`src/rtl/fetch_unit_if.sv`:
```
// Fetch-stage bundle: instruction-memory read channel plus the held-instruction
// handshake toward decode. The fetch unit is the master of both channels.
interface fetch_unit_if #(
    parameter int ADDR_W = 32
);
    logic              imem_req;
    logic [ADDR_W-1:0] imem_addr;
    logic              imem_ready;
    logic              imem_rvalid;
    logic [31:0]       imem_rdata;

    logic              inst_valid;
    logic              inst_ready;
    logic [31:0]       inst;
    logic [ADDR_W-1:0] inst_pc;
    logic [5:0]        opcode;
    logic [5:0]        func;

    modport master (
        output imem_req, imem_addr,
        input  imem_ready, imem_rvalid, imem_rdata,
        output inst_valid, inst, inst_pc, opcode, func,
        input  inst_ready
    );

    modport slave (
        input  imem_req, imem_addr,
        output imem_ready, imem_rvalid, imem_rdata,
        input  inst_valid, inst, inst_pc, opcode, func,
        output inst_ready
    );
endinterface

```
`src/rtl/fetch_unit.sv`:
```
// Instruction fetch stage: owns the PC, issues single-outstanding reads to
// instruction memory and holds each fetched word until decode takes it.
//
// state | meaning
// FETCH | request pending at imem_addr = pc
// WAIT  | request accepted, response outstanding (drop = discard it)
// HOLD  | instruction presented to decode (inst_valid = 1)
// STOP  | CU halted; no further fetches until reset
module fetch_unit #(
    parameter int                ADDR_W   = 32,
    parameter logic [ADDR_W-1:0] PC_RESET = '0
) (
    input  logic              clk,
    input  logic              rst_b,
    fetch_unit_if.master      bus,
    input  logic              redirect_valid,
    input  logic [ADDR_W-1:0] redirect_pc,
    input  logic              halted,
    output logic              stopped
);

    typedef enum logic [1:0] {
        S_FETCH = 2'd0,
        S_WAIT  = 2'd1,
        S_HOLD  = 2'd2,
        S_STOP  = 2'd3
    } state_t;

    state_t            state_q, state_d;
    logic [ADDR_W-1:0] pc_q, pc_d;
    logic              drop_q, drop_d;
    logic              halt_q, halt_d;
    logic              capture;

    logic              req_q;
    logic [ADDR_W-1:0] addr_q;
    logic              valid_q;
    logic              stopped_q;
    logic [31:0]       inst_q;
    logic [ADDR_W-1:0] inst_pc_q;

    logic              accepted;
    logic              consumed;
    logic [ADDR_W-1:0] redirect_tgt;

    assign accepted     = req_q & bus.imem_ready;
    assign consumed     = valid_q & bus.inst_ready;
    assign redirect_tgt = redirect_pc & ~ADDR_W'(3);

    always_comb begin
        state_d = state_q;
        pc_d    = pc_q;
        drop_d  = drop_q;
        halt_d  = halt_q;
        capture = 1'b0;
        case (state_q)
            S_FETCH: begin
                // A request the memory took this cycle must still be drained.
                if (halted) begin
                    if (accepted) begin
                        state_d = S_WAIT;
                        drop_d  = 1'b1;
                        halt_d  = 1'b1;
                    end else begin
                        state_d = S_STOP;
                    end
                end else if (redirect_valid) begin
                    pc_d = redirect_tgt;
                    if (accepted) begin
                        state_d = S_WAIT;
                        drop_d  = 1'b1;
                    end
                end else if (accepted) begin
                    state_d = S_WAIT;
                end
            end
            S_WAIT: begin
                if (halted || halt_q) begin
                    halt_d = 1'b1;
                    if (bus.imem_rvalid) begin
                        state_d = S_STOP;
                        drop_d  = 1'b0;
                    end
                end else if (redirect_valid) begin
                    pc_d = redirect_tgt;
                    if (bus.imem_rvalid) begin
                        state_d = S_FETCH;
                        drop_d  = 1'b0;
                    end else begin
                        drop_d = 1'b1;
                    end
                end else if (bus.imem_rvalid) begin
                    drop_d = 1'b0;
                    if (drop_q) begin
                        state_d = S_FETCH;
                    end else begin
                        state_d = S_HOLD;
                        capture = 1'b1;
                    end
                end
            end
            S_HOLD: begin
                if (halted) begin
                    state_d = S_STOP;
                end else if (redirect_valid) begin
                    pc_d    = redirect_tgt;
                    state_d = S_FETCH;
                end else if (consumed) begin
                    pc_d    = pc_q + ADDR_W'(4);
                    state_d = S_FETCH;
                end
            end
            S_STOP: begin
                state_d = S_STOP;
            end
            default: begin
                state_d = S_STOP;
            end
        endcase
    end

    always_ff @(posedge clk or negedge rst_b) begin
        if (!rst_b) begin
            state_q <= S_FETCH;
            pc_q    <= PC_RESET;
            drop_q  <= 1'b0;
            halt_q  <= 1'b0;
        end else begin
            state_q <= state_d;
            pc_q    <= pc_d;
            drop_q  <= drop_d;
            halt_q  <= halt_d;
        end
    end

    // Outputs are registered from next-state so they line up with the state.
    always_ff @(posedge clk or negedge rst_b) begin
        if (!rst_b) begin
            req_q     <= 1'b0;
            addr_q    <= PC_RESET;
            valid_q   <= 1'b0;
            stopped_q <= 1'b0;
            inst_q    <= '0;
            inst_pc_q <= '0;
        end else begin
            req_q     <= (state_d == S_FETCH);
            addr_q    <= pc_d;
            valid_q   <= (state_d == S_HOLD);
            stopped_q <= (state_d == S_STOP);
            if (capture) begin
                inst_q    <= bus.imem_rdata;
                inst_pc_q <= pc_q;
            end
        end
    end

    assign bus.imem_req   = req_q;
    assign bus.imem_addr  = addr_q;
    assign bus.inst_valid = valid_q;
    assign bus.inst       = inst_q;
    assign bus.inst_pc    = inst_pc_q;
    assign bus.opcode     = inst_q[31:26];
    assign bus.func       = inst_q[5:0];
    assign stopped        = stopped_q;

endmodule
```
`src/flat_wrapper.sv`:
```
// flat-port wrapper written by rule: the top's interface ports become plain ports
module fetch_unit_flat 
#(
    parameter int                ADDR_W   = 32,
    parameter logic [ADDR_W-1:0] PC_RESET = '0
)
  (clk, rst_b, redirect_valid, redirect_pc, halted, stopped, bus_imem_req, bus_imem_addr, bus_imem_ready, bus_imem_rvalid, bus_imem_rdata, bus_inst_valid, bus_inst, bus_inst_pc, bus_opcode, bus_func, bus_inst_ready);
  fetch_unit_if #(.ADDR_W(ADDR_W)) bus_i ();
  input  logic clk;
  input  logic rst_b;
  input  logic redirect_valid;
  input  logic [ADDR_W-1:0] redirect_pc;
  input  logic halted;
  output logic stopped;
  output wire logic [$bits(bus_i.imem_req)-1:0] bus_imem_req;
  output wire logic [$bits(bus_i.imem_addr)-1:0] bus_imem_addr;
  input wire logic [$bits(bus_i.imem_ready)-1:0] bus_imem_ready;
  input wire logic [$bits(bus_i.imem_rvalid)-1:0] bus_imem_rvalid;
  input wire logic [$bits(bus_i.imem_rdata)-1:0] bus_imem_rdata;
  output wire logic [$bits(bus_i.inst_valid)-1:0] bus_inst_valid;
  output wire logic [$bits(bus_i.inst)-1:0] bus_inst;
  output wire logic [$bits(bus_i.inst_pc)-1:0] bus_inst_pc;
  output wire logic [$bits(bus_i.opcode)-1:0] bus_opcode;
  output wire logic [$bits(bus_i.func)-1:0] bus_func;
  input wire logic [$bits(bus_i.inst_ready)-1:0] bus_inst_ready;
  assign bus_imem_req = bus_i.imem_req;
  assign bus_imem_addr = bus_i.imem_addr;
  assign bus_i.imem_ready = bus_imem_ready;
  assign bus_i.imem_rvalid = bus_imem_rvalid;
  assign bus_i.imem_rdata = bus_imem_rdata;
  assign bus_inst_valid = bus_i.inst_valid;
  assign bus_inst = bus_i.inst;
  assign bus_inst_pc = bus_i.inst_pc;
  assign bus_opcode = bus_i.opcode;
  assign bus_func = bus_i.func;
  assign bus_i.inst_ready = bus_inst_ready;
  fetch_unit #(.ADDR_W(ADDR_W), .PC_RESET(PC_RESET)) u_core (.clk(clk), .rst_b(rst_b), .bus(bus_i), .redirect_valid(redirect_valid), .redirect_pc(redirect_pc), .halted(halted), .stopped(stopped));
endmodule
```
`config.mk`:
```
export PLATFORM = sky130hd
export DESIGN_NAME = fetch_unit_flat
export DESIGN_NICKNAME = d
export VERILOG_FILES = /design/src/rtl/fetch_unit_if.sv /design/src/rtl/fetch_unit.sv /design/src/flat_wrapper.sv
export SDC_FILE = /design/constraint.sdc
export NUM_CORES = 1
export LEC_CHECK = 0
export ABC_AREA = 0
export CORE_MARGIN = 2
export CORE_UTILIZATION = 48
export DETAILED_ROUTE_END_ITERATION = 7
export PLACE_DENSITY = 0.87
export SLEW_MARGIN = 20
export SYNTH_ARGS = -nofsm -noshare
export SYNTH_HDL_FRONTEND = slang
export SYNTH_SLANG_ARGS = --single-unit
```
`constraint.sdc`:
```
create_clock -name clk -period 3.4 [get_ports clk]
set_clock_uncertainty 0.1 [all_clocks]
set_input_delay 0.51 -clock clk [delete_from_list [all_inputs] [get_ports clk]]
set_output_delay 0.51 -clock clk [all_outputs]
set_load 0.005 [all_outputs]
```
* Word-level counts from Yosys, hierarchy flattened
Cells that the tools add are included. W data, S select, Z words.
Word-level totals: flip-flop bits (word level) 103, bits of input ports 71, output and inout bits 111, word-level logic and storage cells 70
Cells by class: add/subtract/negate cells 1, equal/unequal tests 13, muxes and demuxes 37, bitwise gates (word level) 2, reductions and logical operators 8
Operator list (count):
- $mux W32 | 6
- $pmux W32 S3 | 1
- $add A32 B3 Y32 const B | 1
- $mux W2 | 12
- $mux W1 | 15
- $eq A2 B2 Y1 const B | 4
- $ne A2 B2 Y1 const B | 4
- $pmux W2 S4 | 1
- $reduce_and A5 Y1 | 1
- $logic_not A2 Y1 | 2
- $ne A2 B1 Y1 const B | 2
- $pmux W1 S2 | 2
- $reduce_and A4 Y1 | 1
- $ne A3 B2 Y1 const B | 1
- $ne A3 B3 Y1 const B | 1
- $reduce_bool A3 Y1 | 1
- $and A1 B1 Y1 | 2
- $eq A2 B1 Y1 const B | 1
- $reduce_and A2 Y1 | 1
- $reduce_bool A2 Y1 | 1
- $logic_or A1 B1 Y1 | 1

* Longest topological paths before layout
word-level depth 6, gate-level depth with buffers 7, mapped depth without buffers 6

* Least setup slack after synthesis
No wires, ideal clock.
kind in2reg, from input port halted, to register u_core.pc_q[3], setup time 130 ps, arrival time 1737 ps, data required time 3170 ps, setup slack 1432 ps, cell stages on the path 7, buffers on the path 4, cells stage by stage clkbuf_1 -> o31ai_2 -> and3_1 -> buf_2 -> buf_2 -> buf_2 -> a31oi_1
Between the ends: word-level cells in the longest chain between the ends 3, elaborated cells on any way between the ends 5, classes of those cells 3 x eq/ne; 2 x reduce/logical
Ends and longest elaborated chain:
- start: declaration | line flat_wrapper.sv:13 | input logic halted;
- $logic_or A1 B1 Y1 | line fetch_unit.sv:78 | if (halted || halt_q) begin
- $ne A2 B2 Y1 (no line)
- $reduce_and A5 Y1 (no line) *
- end signal: assignment | line fetch_unit.sv:130 | pc_q <= pc_d;
- end: declaration | line fetch_unit.sv:30 | logic [ADDR_W-1:0] pc_q, pc_d;
Mark *: on every way between the ends. The rest lies on a longest branch, timed or not. A chain may end at the register's enable or synchronous reset.

* Final worst setup path
from register u_core.pc_q[2], to register u_core.pc_q[28]
Between the ends: word-level cells in the longest chain between the ends 5
Ends and longest elaborated chain:
- $add A32 B3 Y32 | line fetch_unit.sv:109 | pc_d = pc_q + ADDR_W'(4);
- $mux W32 | line fetch_unit.sv:108 | end else if (consumed) begin
- $mux W32 | line fetch_unit.sv:105 | end else if (redirect_valid) begin
- $mux W32 | line fetch_unit.sv:103 | if (halted) begin
- $pmux W32 S3 | line fetch_unit.sv:56 | case (state_q)
Every way passes these cells. The select of a mux whose other input is x is not followed.

==> key figures <==
Place
  • I/O Buffers: 175
  • Post-DP HPWL: 9163 um
  • Placed cell count: roughly 700
  • Gp weighted congestion: roughly 0.90

Clock network
  • Cts hold-fix bufs: 0
  • H-tree depth: 3
  • Clock slew at reported path FFs: approximately 100 ps
  • Total CTS buffers: 9
  • CTS root buf: clkbuf_8
  • Clk Latency, worst-skew pair: roughly 380 ps
  • Post-CTS Setup Repair Bufs: 0
  • Maximum clock path buffer count: 2
  • Sink Count: 99
  • CTS resizes: 0
  • TritonCTS clock tree: yes

Drt
  • Antenna viol nets, final: 0
  • Initial DRC Count: 185
  • DRC: 0
  • Wire per inst: about 18 um
  • Number of vias per cell: 5.689
  • Router iterations before antenna repair: 5
  • Drt total wl: around 13000 um
  • Vias post-DR: 4085

Yosys
  • Ys flop type: dfrtp_1
  • Number of flops mapped to enable cells by yosys: 0
  • Synth unique cells: 47
  • Async S/R FF share, synth: 100.0%
  • Yosys reg bits: 99
  • Register area share after synthesis: 52.49%
  • Syn avg cell area: 11.21 um^2
  • Post-Synthesis Cells: roughly 420
  • Mapped Area: 0.004720 mm^2
  • YS warnings: 0

Finish
  • Multi-input gate area: about 0.0020 mm^2
  • Share of cells above drive strength 1: roughly 17%
  • Reg area: 0.002477 mm^2
  • Final #Nets: approximately 650
  • Area grow syn2layout: 42.47%
  • Most common cell after layout, fill and taps aside: clkdlybuf4s50_1
  • Fillers: between 700 and 800
  • Commonest cells after routing, fill and taps aside: clkdlybuf4s50_1, dfrtp_1, mux2_2
  • Final non-filler cell total: 718
  • N_diodes: 0

Worst setup path
  • Req. time, crit path: 3560 ps
  • WS Path Type: register to register
  • CP Data Arrival Time: 2560 ps
  • Worst Setup End Kind: register
  • Worst setup path startpoint: u_core.pc_q[2]
  • R2r startpoint: u_core.pc_q[2]
  • Worst Setup Start Kind: register
  • Crit-path max FO: 6

Power
  • Power density over the cells: 614.2 mW/mm^2
  • Peak supply drop: 285.0 uV
  • P_leak: 2.870 nW

Global routing
  • First-pass GRT wire length: 19520 um
  • Antenna violations before repair: 0
  • Grt ovf: 0
  • Largest net degree at the start of global routing: 86
  • GRT Total Usage: a little under a quarter
  • Vias in the first global route: 3877

Timing
  • Tmin final: 2398 ps
  • Final Max Tran Viols: 0
  • Slew Limit Headroom: 49.13%
  • Final setup vio count: 0
  • Final period util: 70.53%
  • Worst-margin pin slew: 757.2 ps
  • Endpoints failing hold: 0
  • TNS Setup: 0 ps
  • Max Freq: 0.4170 GHz
  • RSZ-0062 raised after global routing: no

Floorplanning
  • Die Width: just over 100 um
  • Core footprint: between 0.009 and 0.01 mm^2
  • IO Pins: 182
  • FP Rows: 36
  • Initial Util: 48.96%
  • Die Height: approximately 100 um
  • Die footprint: 0.01064 mm^2

Flow run
  • # Max-Cap Violations: 0

Worst hold path
  • Hold WC Path Type: input pin to asynchronous set/reset pin

Run status
  • Status: completed
## cell usage after synthesis (3+ instances only)
master | n | share of area (%)
a31oi_1 | 3 | 0.40
a31o_2 | 4 | 0.74
mux2_2 | 61 | 15
and2_1 | 4 | 0.53
o22ai_1 | 9 | 1.2
o21ai_0 | 20 | 2.1
nand3_1 | 19 | 2.0
o32ai_1 | 3 | 0.56
buf_2 | 12 | 1.3
buf_4 | 16 | 2.5
nor2_1 | 16 | 1.3
a2bb2oi_1 | 9 | 1.7
dfrtp_1 | 99 | 52
nand2_1 | 31 | 2.5
nand2b_1 | 4 | 0.53
and4_1 | 4 | 0.74
and3_1 | 7 | 0.93
nor3_1 | 7 | 0.74
nand4_1 | 7 | 0.93
nor2b_1 | 3 | 0.40
o2bb2ai_1 | 3 | 0.56
a21oi_1 | 35 | 3.7
clkbuf_1 | 10 | 0.80
inv_1 | 4 | 0.32
## worst max-delay path: stages, from the launching register on
cell	delay [ps]
dfrtp_1	450
ha_1	230
nand2_1	160
nor4_2	580
nand2_1	280
o32ai_1	370
a211oi_1	110
## metrics by stage
step | setup slack [ps] | area, um^2 | hold WS (ps) | utilization [%] | power, W
floorplan | 1432 | 4731 | 114.4 | - | 0.002422
global placement | 821.6 | 6511 | 368.6 | 67.55 | 0.003258
detailed placement | 777.8 | 6511 | 370.1 | 67.55 | 0.003337
CTS | 1014 | 6720 | 258.3 | 69.72 | 0.004150
global route | 867.7 | 6724 | 153.3 | 69.76 | 0.004375
finish | 1002 | 6724 | 63.88 | 69.76 | 0.004130
## final cells by class
class,instances,area share [%]
well taps,133,2.475
clock inverters,6,1.061
clock buffers,10,2.047
repair buffers,183,27.15
inverters,4,0.2233
multi-input cells,283,30.20
flip-flops and latches,99,36.84
## layer usage
metal  vias to the layer above  share of wire (%)  track usage (%)
met5                         -                  0                0
met4                         0                1.7            8.907
met3                        19                7.0            4.136
met2                       205                 51            40.26
met1                      2000                 40            30.62
li1                       1861                  -                -
## where the power goes
part | total [W] | internal, W | switching (W)
clock network | 0.000801 | 0.000369 | 0.000432
logic | 0.00148 | 0.000886 | 0.000595
registers | 0.00185 | 0.00147 | 0.000383
total | 0.00413 | 0.00272 | 0.00141
## final timing paths
path | endpoint | slack [ps] | cells after the start
worst max register to register | u_core.pc_q[28] | 1000 | 6
min in group clk | u_core.bus.inst[22] | 410 | 1
max in group asynchronous | u_core.bus.inst[4] | 2400 | 2
worst min register to register | u_core.bus.inst[22] | 410 | 1
worst min-delay path | u_core.bus.inst[14] | 60 | 1
worst max-delay path | u_core.pc_q[28] | 1000 | 6
## logic make-up after synthesis
kind of cell	after synthesis	share of synthesized area (%)
muxes	63	14.98
and+or+nand+nor	113	13.28
adders and majority gates	1	0.2651
AOI/OAI and AO/OA	102	13.97
other	1	0.07946
DFF	99	52.49
buffers and inverters	42	4.931
## registers in the layout, summed over array words and instances, names as in the netlist
name / flops
u_core.state_q: 2
u_core.pc_q: 30
u_core.bus.inst_pc: 30
u_core.bus.imem_req: 1
u_core.stopped: 1
u_core.bus.inst: 32
u_core.drop_q: 1
u_core.halt_q: 1
u_core.bus.inst_valid: 1
No activity file was read; power rests on OpenSTA's default activity.
